===== src/rtl/matmul_pkg.sv =====
// Shared types and fixed-point helpers for the sequential matrix-vector multiplier.
// Rounding/saturation is written at a generic 128-bit width and sliced by callers.
package matmul_pkg;

  typedef enum logic [1:0] {ST_IDLE, ST_MAC, ST_DONE} state_t;

  localparam int FX_MAXW = 128;

  typedef struct packed {
    logic [FX_MAXW-1:0] val;
    logic               ovf;
  } fx_res_t;

  function automatic int acc_width(input int width, input int cols);
    return 2 * width + $clog2(cols);
  endfunction

  // Round half up, arithmetic shift by frac, then clamp or wrap into width bits.
  function automatic fx_res_t fx_round_sat(input logic signed [FX_MAXW-1:0] acc,
                                           input int width, input int frac, input bit sat);
    logic signed [FX_MAXW-1:0] one;
    logic signed [FX_MAXW-1:0] rnd;
    logic signed [FX_MAXW-1:0] hi;
    logic signed [FX_MAXW-1:0] lo;
    fx_res_t res;
    one = {{(FX_MAXW-1){1'b0}}, 1'b1};
    rnd = acc;
    if (frac > 0) rnd = acc + (one <<< (frac - 1));
    rnd = rnd >>> frac;
    hi  = (one <<< (width - 1)) - one;
    lo  = -(one <<< (width - 1));
    res.ovf = (rnd > hi) || (rnd < lo);
    if (res.ovf && sat) res.val = (rnd > hi) ? hi : lo;
    else                res.val = rnd;
    return res;
  endfunction

endpackage


===== src/rtl/fx_mac_unit.sv =====
// Signed multiply-accumulate with clear/enable; finalise output is combinational
// on acc + current product so the last term of a row is included in its result.
module fx_mac_unit
  import matmul_pkg::*;
#(
  parameter int WIDTH    = 32,
  parameter int FRAC     = 8,
  parameter int COLS     = 2,
  parameter int SATURATE = 1
) (
  input  logic             clk,
  input  logic             reset,
  input  logic             i_clr,
  input  logic             i_en,
  input  logic [WIDTH-1:0] i_a,
  input  logic [WIDTH-1:0] i_b,
  output logic [WIDTH-1:0] o_fin_dat,
  output logic             o_fin_ovf
);

  localparam int AW = acc_width(WIDTH, COLS);

  logic signed [AW-1:0]      r_acc;
  logic signed [2*WIDTH-1:0] w_prod;
  logic signed [AW-1:0]      w_sum;
  fx_res_t                   w_res;
  logic                      w_unused;

  assign w_prod    = (2*WIDTH)'($signed(i_a)) * (2*WIDTH)'($signed(i_b));
  assign w_sum     = r_acc + AW'(w_prod);
  assign w_res     = fx_round_sat(FX_MAXW'(w_sum), WIDTH, FRAC, SATURATE != 0);
  assign o_fin_dat = w_res.val[WIDTH-1:0];
  assign o_fin_ovf = w_res.ovf;
  assign w_unused  = ^w_res.val;

  always_ff @(posedge clk or posedge reset) begin
    if (reset)     r_acc <= '0;
    else if (i_clr) r_acc <= '0;
    else if (i_en)  r_acc <= w_sum;
  end

endmodule


===== src/rtl/seq_matrix_multiplier.sv =====
// Sequential fixed-point matrix x vector: one MAC per clock, start/busy/done handshake,
// results and sticky overflow published together on the final MAC edge.
module seq_matrix_multiplier
  import matmul_pkg::*;
#(
  parameter int WIDTH    = 32,
  parameter int FRAC     = 8,
  parameter int ROWS     = 2,
  parameter int COLS     = 2,
  parameter int SATURATE = 1
) (
  input  logic             clk,
  input  logic             reset,
  input  logic             start,
  input  logic [WIDTH-1:0] vectorin  [COLS],
  input  logic [WIDTH-1:0] matrixin  [ROWS][COLS],
  output logic             busy,
  output logic             done,
  output logic [WIDTH-1:0] vectorout [ROWS],
  output logic             overflow
);

  localparam int RW = (ROWS > 1) ? $clog2(ROWS) : 1;
  localparam int CW = (COLS > 1) ? $clog2(COLS) : 1;
  localparam logic [RW-1:0] LAST_R = RW'(ROWS - 1);
  localparam logic [CW-1:0] LAST_C = CW'(COLS - 1);

  state_t           r_state;
  logic [RW-1:0]    r_row;
  logic [CW-1:0]    r_col;
  logic [WIDTH-1:0] r_vec   [COLS];
  logic [WIDTH-1:0] r_mat   [ROWS][COLS];
  logic [WIDTH-1:0] r_stage [ROWS];
  logic             r_ovf_int;

  logic             w_en;
  logic             w_clr;
  logic             w_last_col;
  logic             w_last_row;
  logic [WIDTH-1:0] w_fin_dat;
  logic             w_fin_ovf;

  assign w_en       = (r_state == ST_MAC);
  assign w_last_col = (r_col == LAST_C);
  assign w_last_row = (r_row == LAST_R);
  assign w_clr      = ((r_state == ST_IDLE) && start) || (w_en && w_last_col);

  fx_mac_unit #(
    .WIDTH(WIDTH), .FRAC(FRAC), .COLS(COLS), .SATURATE(SATURATE)
  ) u_mac (
    .clk       (clk),
    .reset     (reset),
    .i_clr     (w_clr),
    .i_en      (w_en),
    .i_a       (r_mat[r_row][r_col]),
    .i_b       (r_vec[r_col]),
    .o_fin_dat (w_fin_dat),
    .o_fin_ovf (w_fin_ovf)
  );

  always_ff @(posedge clk or posedge reset) begin
    if (reset) begin
      r_state   <= ST_IDLE;
      busy      <= 1'b0;
      done      <= 1'b0;
      overflow  <= 1'b0;
      r_ovf_int <= 1'b0;
      r_row     <= '0;
      r_col     <= '0;
      for (int c = 0; c < COLS; c++) r_vec[c] <= '0;
      for (int r = 0; r < ROWS; r++) begin
        r_stage[r]   <= '0;
        vectorout[r] <= '0;
        for (int c = 0; c < COLS; c++) r_mat[r][c] <= '0;
      end
    end else begin
      case (r_state)
        ST_IDLE: begin
          done <= 1'b0;
          if (start) begin
            r_vec     <= vectorin;
            r_mat     <= matrixin;
            r_row     <= '0;
            r_col     <= '0;
            r_ovf_int <= 1'b0;
            busy      <= 1'b1;
            r_state   <= ST_MAC;
          end
        end
        ST_MAC: begin
          if (w_last_col) begin
            r_col          <= '0;
            r_stage[r_row] <= w_fin_dat;
            r_ovf_int      <= r_ovf_int | w_fin_ovf;
            if (w_last_row) begin
              // Staged rows and the row finishing now go out in the same edge.
              for (int r = 0; r < ROWS; r++)
                vectorout[r] <= (r == ROWS - 1) ? w_fin_dat : r_stage[r];
              overflow <= r_ovf_int | w_fin_ovf;
              busy     <= 1'b0;
              done     <= 1'b1;
              r_row    <= '0;
              r_state  <= ST_DONE;
            end else begin
              r_row <= r_row + 1'b1;
            end
          end else begin
            r_col <= r_col + 1'b1;
          end
        end
        ST_DONE: begin
          done    <= 1'b0;
          r_state <= ST_IDLE;
        end
        default: r_state <= ST_IDLE;
      endcase
    end
  end

endmodule


===== config.mk =====
export PLATFORM = sky130hd
export DESIGN_NAME = seq_matrix_multiplier
export DESIGN_NICKNAME = d
export VERILOG_FILES = /design/src/rtl/matmul_pkg.sv /design/src/rtl/fx_mac_unit.sv /design/src/rtl/seq_matrix_multiplier.sv
export SDC_FILE = /design/constraint.sdc
export NUM_CORES = 2
export LEC_CHECK = 0
export ABC_AREA = 1
export BUFFER_PORTS_ARGS = -buffer_cell sky130_fd_sc_hd__buf_2
export CAP_MARGIN = 20
export CORE_MARGIN = 3
export CORE_UTILIZATION = 30
export CTS_CLUSTER_DIAMETER = 150
export CTS_CLUSTER_SIZE = 28
export DETAILED_ROUTE_END_ITERATION = 10
export SYNTH_ARGS = -nofsm -noshare
export SYNTH_HDL_FRONTEND = slang
export SYNTH_SLANG_ARGS = --single-unit

===== constraint.sdc =====
create_clock -name clk -period 12.3 [get_ports clk]
set_clock_uncertainty 0.1 [all_clocks]
set_input_delay 1.23 -clock clk [delete_from_list [all_inputs] [get_ports clk]]
set_output_delay 1.23 -clock clk [all_outputs]
set_load 0.1 [all_outputs]

Yosys cells after proc, flatten, opt, wreduce, memory -nomap -nowiden
Index checks and enable logic that the tools add are counted.
{"block": "classes", "reduce_logical": 18, "magnitude_cmp": 5, "n_mux": 35, "n_eq_ne": 5, "addsub": 4, "n_bitwise": 3, "mul": 1}
{"operator": "32-bit 2-to-1 mux", "n": 9}
{"operator": "64-bit 2-to-1 mux", "n": 3}
{"operator": "65-bit 2-to-1 mux", "n": 2}
{"operator": "65-bit by 9-bit adder with 66-bit output, second input constant", "n": 1}
{"operator": "65-bit by 64-bit adder with 65-bit output", "n": 1}
{"operator": "64-bit bitwise mux", "n": 1}
{"operator": "32-bit by 32-bit multiplier with 64-bit output", "n": 1}
{"operator": "58-bit by 32-bit > comparator with 1-bit output, second input constant", "n": 1}
{"operator": "58-bit by 32-bit < comparator with 1-bit output, second input constant", "n": 1}
{"operator": "32-bit demux with 1-bit select", "n": 1}
{"operator": "3-bit AND reduction", "n": 4}
{"operator": "1-bit 2-to-1 mux", "n": 10}
{"operator": "1-bit case mux with 2 select lines", "n": 5}
{"operator": "2-bit 2-to-1 mux", "n": 3}
{"operator": "2-bit inequality test, second input constant", "n": 3}
{"operator": "2-bit AND reduction", "n": 3}
{"operator": "2-bit nonzero test", "n": 3}
{"operator": "2-bit >= comparator, second input constant", "n": 2}
{"operator": "1-bit NOT with 2-bit output", "n": 2}
{"operator": "2-bit case mux with 2 select lines", "n": 1}
{"operator": "4-bit AND reduction", "n": 1}
{"operator": "1-bit logical AND", "n": 3}
{"operator": "1-bit adder, second input constant", "n": 2}
{"operator": "2-bit by 1-bit == test with 1-bit output, second input constant", "n": 1}
{"operator": "6 further kinds", "n": 7}
{"block": "word_totals", "register_bits": 393, "word_cells": 89, "in_bits": 195, "out_inout_bits": 67}

Logic depth before layout (Yosys ltp)
{"block": "depth", "ltp_word": 15, "ltp_mapped": 56}

Modules after synthesis
Synthesis repeated with hierarchy kept, for this count alone.
{"block": "unflattened", "cells_unflattened": 8008, "area_unflattened_um2": 61233.7}
{"mod": "fx_mac_unit", "seq_area_each_um2": 1626.6, "instances": 1, "cells_each": 6463, "area_each_um2": 48615.4}
{"mod": "seq_matrix_multiplier", "seq_area_each_um2": 7407.1, "instances": 1, "cells_each": 1545, "area_each_um2": 12618.4}

Least setup slack after synthesis
OpenSTA, ideal clock, no wires.
{"block": "synth_path", "kind": "register to register", "start": "reg r_col", "end": "reg vectorout[0] (netlist bit)", "setup_slack_ns": 2.525, "arrival_ns": 9.556, "synth_period_minus_slack_ns": 9.775, "required_time_ns": 12.080, "path_stages_with_launch": 46, "path_cell_list": "dfrtp_1 -> inv_1 -> clkbuf_1 -> clkbuf_1 -> nand3_1 -> nand2_1 -> nor2_1 -> inv_1 -> fa_1 -> fa_1 -> inv_1 -> fa_1 -> inv_1 -> fa_1 -> inv_1 -> fa_1 -> fa_1 -> fa_1 -> [... 10 more ...] -> nand2_1 -> nand2_1 -> nand2_1 -> nor2_2 -> nand2_1 -> nor2_1 -> nand3_1 -> nand2_1 -> inv_2 -> nor2_1 -> nand2_1 -> nor2_1 -> nand3_1 -> nand2_2 -> buf_4 -> nand2_1 -> nand2_1 -> nand2_1"}
{"block": "synth_via", "elab_chain_len": 10, "elab_cells_between_ends": 16}
{"item": "start, declared", "line_no": "seq_matrix_multiplier.sv:30", "rtl": "logic [CW-1:0] r_col;"}
{"item": "start signal, assigned", "line_no": "seq_matrix_multiplier.sv:108", "rtl": "r_col <= r_col + 1'b1;"}
{"item": "1-bit NOT with 2-bit output (not written as such)", "line_no": "seq_matrix_multiplier.sv:55, seq_matrix_multiplier.sv:56"}
{"item": "32-bit 2-to-1 mux (on tied branches) (3 in series)", "line_no": "seq_matrix_multiplier.sv:55, seq_matrix_multiplier.sv:56"}
{"item": "32-bit by 32-bit multiplier with 64-bit output", "line_no": "fx_mac_unit.sv:29", "rtl": "assign w_prod = (2*WIDTH)'($signed(i_a)) * (2*WIDTH)'($signed(i_b));"}
{"item": "65-bit by 64-bit adder with 65-bit output", "line_no": "fx_mac_unit.sv:30", "rtl": "assign w_sum = r_acc + AW'(w_prod);"}
{"item": "65-bit by 9-bit adder with 66-bit output", "line_no": "matmul_pkg.sv:28", "rtl": "if (frac > 0) rnd = acc + (one <<< (frac - 1));"}
{"item": "58-bit by 32-bit > comparator with 1-bit output or 58-bit by 32-bit < comparator with 1-bit output (tied branches)", "line_no": "matmul_pkg.sv:32, matmul_pkg.sv:33"}
{"item": "32-bit 2-to-1 mux or 1-bit logical OR (tied branches)", "line_no": "matmul_pkg.sv:33, matmul_pkg.sv:32"}
{"item": "32-bit 2-to-1 mux", "line_no": "matmul_pkg.sv:33", "rtl": "if (res.ovf && sat) res.val = (rnd > hi) ? hi : lo;"}
{"item": "end signal, assigned by index", "line_no": "seq_matrix_multiplier.sv:98", "rtl": "vectorout[r] <= (r == ROWS - 1) ? w_fin_dat : r_stage[r];"}
{"item": "end, declared", "line_no": "seq_matrix_multiplier.sv:19", "rtl": "output logic [WIDTH-1:0] vectorout [ROWS],"}
Several ways; a longest one is shown, not always the timed one. The select of a mux whose other input is x is not followed.
A chain may end at the register's enable or synchronous reset.

Final worst setup path
{"block": "layout_path", "start": "reg r_col", "end": "reg r_stage[55] (netlist bit)"}
{"block": "layout_via", "elab_chain_len": 11, "elab_cells_between_ends": 17}
{"item": "1-bit NOT with 2-bit output (not written as such)", "line_no": "seq_matrix_multiplier.sv:55, seq_matrix_multiplier.sv:56"}
{"item": "32-bit 2-to-1 mux (on tied branches) (3 in series)", "line_no": "seq_matrix_multiplier.sv:55, seq_matrix_multiplier.sv:56"}
{"item": "32-bit by 32-bit multiplier with 64-bit output", "line_no": "fx_mac_unit.sv:29"}
{"item": "65-bit by 64-bit adder with 65-bit output", "line_no": "fx_mac_unit.sv:30"}
{"item": "65-bit by 9-bit adder with 66-bit output", "line_no": "matmul_pkg.sv:28"}
{"item": "58-bit by 32-bit > comparator with 1-bit output or 58-bit by 32-bit < comparator with 1-bit output (tied branches)", "line_no": "matmul_pkg.sv:32, matmul_pkg.sv:33"}
{"item": "32-bit 2-to-1 mux or 1-bit logical OR (tied branches)", "line_no": "matmul_pkg.sv:33, matmul_pkg.sv:32"}
{"item": "32-bit 2-to-1 mux", "line_no": "matmul_pkg.sv:33"}
{"item": "64-bit bitwise mux", "line_no": "seq_matrix_multiplier.sv:93", "rtl": "r_stage[r_row] <= w_fin_dat;"}
{"item": "end signal, assigned by index", "line_no": "seq_matrix_multiplier.sv:93"}
{"item": "end, declared", "line_no": "seq_matrix_multiplier.sv:33", "rtl": "logic [WIDTH-1:0] r_stage [ROWS];"}
Several ways; a longest one is shown, not always the timed one. The select of a mux whose other input is x is not followed.

==> flow_summary.yaml <==
run_status:
  status: "finished clean"
placement:
  post_dp_cell_area_sq_mm: 0.0655
  dp_hpwl_um: 187000
  routabilityCongestion: 0.983
  port_buffers: 261
logic_synthesis:
  muxShareOfSynthArea: 0.0348
  synth_seq_cells: 361
  synth_xor_area_frac: 0.00740
  syn_area_per_cell_sq_um: 8.25
  synth_compound_area_frac: 0.0163
  synth_top_cells_by_area: "fa_1, dfrtp_1, nand2_1"
  synth_top_area_frac: 0.414
  synth_area_sq_mm: 0.0591
  synth_top_area_cell: "fa_1"
  ys_types: 39
  synth_top_family_by_area: "adder cells"
  synth_nets: 8810
  synth_seq_area_share: 0.153
  synthSimpleGateAreaFrac: 0.203
  synth-adder-area-share: 0.460
  syn_inst: 7172
  ys.warnings.count: 0
clock_tree:
  cts_sinks: 361
  cts.path.max_buffers: 3
  htree_levels: 1
  clk_pin_slew_worst_paths_ns: 0.11
  cts_root_buf: "clkbuf_16"
  cts_tree: "done"
  holdBufCountCts: 0
  cts-resized-gates: 0
  numCtsBuffers: 20
  clk-insertion-delay-late_ns: 0.63
  postCtsSetupRepairBufs: 0
floorplanning:
  die_area_sq_mm: 0.203
  die_w_um: 450
  die_h_um: 450
  fp.coreArea_sq_mm: 0.195
  num_rows: 162
  start_util: 0.303
  ios: 262
critical_path:
  reg2reg_from: "r_col"
  reg2reg_slack_ns: 0.52
  end_kind: "register"
  path_class: "reg2reg"
  crit_family: "adder cells"
  required_ns: 12.70
  critical_path_buf_inv_count: 13
  worstPathArrival_ns: 12.18
  r2r_cells: 48
  timing.rr.end: "r_stage[55]"
  crit_slowest_cell: "nor4_1"
  critPathMaxStageDelay_ns: 0.77
  worstPathMaxFanout: 32
  start_kind: "register"
  crit_top_cell: "nand2_1"
route:
  dr.pass1.iters: 5
  wl_per_cell_um: 21.4
  finalWirelength_um: 218000
  drc_errors: 0
  ant_nets: 0
  via_count: 48600
  drt_iter0_markers: 4318
  via_per_inst: 4.77
global_route:
  grt_use_total: 0.217
  grt_max_degree: 163
  antenna_found_initial: 14
  gr-total-overflow: 0
  grt_first_pass_wirelength_um: 331000
  grt_pass1_vias: 51100
timing:
  fin_tns_setup_ns: 0
  min_period_ns: 11.78
  slew_headroom: 0.307
  max_freq_mhz: 84.9
  period_share: 0.958
  setup_viol: 0
  tightest_slew_ns: 1.04
  rsz0062_at_grt: "false"
  finalMaxSlewViolations: 0
  fin_hold_ws_ns: 0.383
  hold_violations: 0
cells_and_area:
  stdcell_area_sq_mm: 0.0662
  mostFrequentLayoutCell: "nand2_1"
  final_cell_mix: "nand2_1, inv_1, fa_1"
  nNetsFinal: 9181
  utilization: 0.339
  drive_gt1_frac: 0.121
  area_growth_pct: 11.9
worst_hold_path:
  min_path_type: "reg2reg"
  whs_path_depth: 2
  hold_start: "vectorout[0]"
  holdPathEnd: "vectorout[0]"
run:
  cap_violations: 0
-- cells in the mapped netlist (all sizes together) --
library cell     n
nand2         1925
inv           1710
fa            1222
nor2           731
dfrtp          361
clkbuf         221
ha             221
nand3          192
mux2           183
nand4           66
a21oi           59
o22ai           56
o21ai           55
xor2            37
clkinv          27
nor3            26
or2             25
buf             15
xnor2           13
nand3b           9
and2             5
nor4             5
a32o             3
and3             2
o21bai           2
nor3b            1
-- tightest hold or removal path: cells and delay by family (launching register included) --
| kind | cells | cell delay (ns) |
|---|---|---|
| flip-flops | 1 | 0.35 |
| AND/OR/NAND/NOR | 2 | 0.11 |
-- cell type report --
class                           instances  area [sq um]
Fill cell                           20600        129000
Timing Repair Buffer                  585          3870
Clock inverter                          8           149
Sequential cell                       361          9040
Tap cell                             2624          3280
Multi-Input combinational cell       4838         42800
Inverter                             1737          6530
Antenna cell                           12          30.0
Clock buffer                           22           518
-- stage by stage --
| step | cells | setup WS, ns |
|---|---|---|
| 2_1_floorplan | 7172 | 0.951 |
| 3_3_place_gp | 10100 | 0.611 |
| 3_5_place_dp | 10100 | 0.545 |
| 4_1_cts | 10200 | 0.498 |
| 5_1_grt | 10200 | 0.0173 |
| 6_report | 10200 | 0.522 |
-- cell families after synthesis --
family                   count (synthesis)
AO/OA/AOI/OAI                          175
XOR/XNOR                                50
adder cells (fa/ha/maj)               1443
buffers and inverters                 1973
flip-flops                             361
multiplexers                           183
AND/OR/NAND/NOR                       2987
-- layer usage --
metal	share of wire	GRT usage	vias to the layer above
met1	0.43	0.304	24700
met3	0.085	0.0410	349
met2	0.44	0.333	2088
met4	0.045	0.0799	2
li1	-	-	21400
met5	0.000073	0	-
-- flip-flops by register name (all words and copies together) (netlist names) --
register     cells
r_stage         32
r_vec           64
r_col            1
done             1
busy             1
u_mac.r_acc     65
r_mat          128
overflow         1
vectorout       64
r_row            1
r_ovf_int        1
r_state          2
-- worst max-delay path by stage --
stage	cells after the start	slack [ns]	from	endpoint
floorplan	1	0.95	reset	busy
global placement	47	0.61	r_col	overflow
detailed placement	47	0.55	r_col	vectorout[4]
CTS	47	0.50	r_col	vectorout[4]
global route	48	0.02	r_col	r_stage[37]
finish	48	0.52	r_col	r_stage[55]
Power is left out: the tool's default activity adds up to more than one toggle a clock period on the data nets, which glitch-free logic cannot reach.
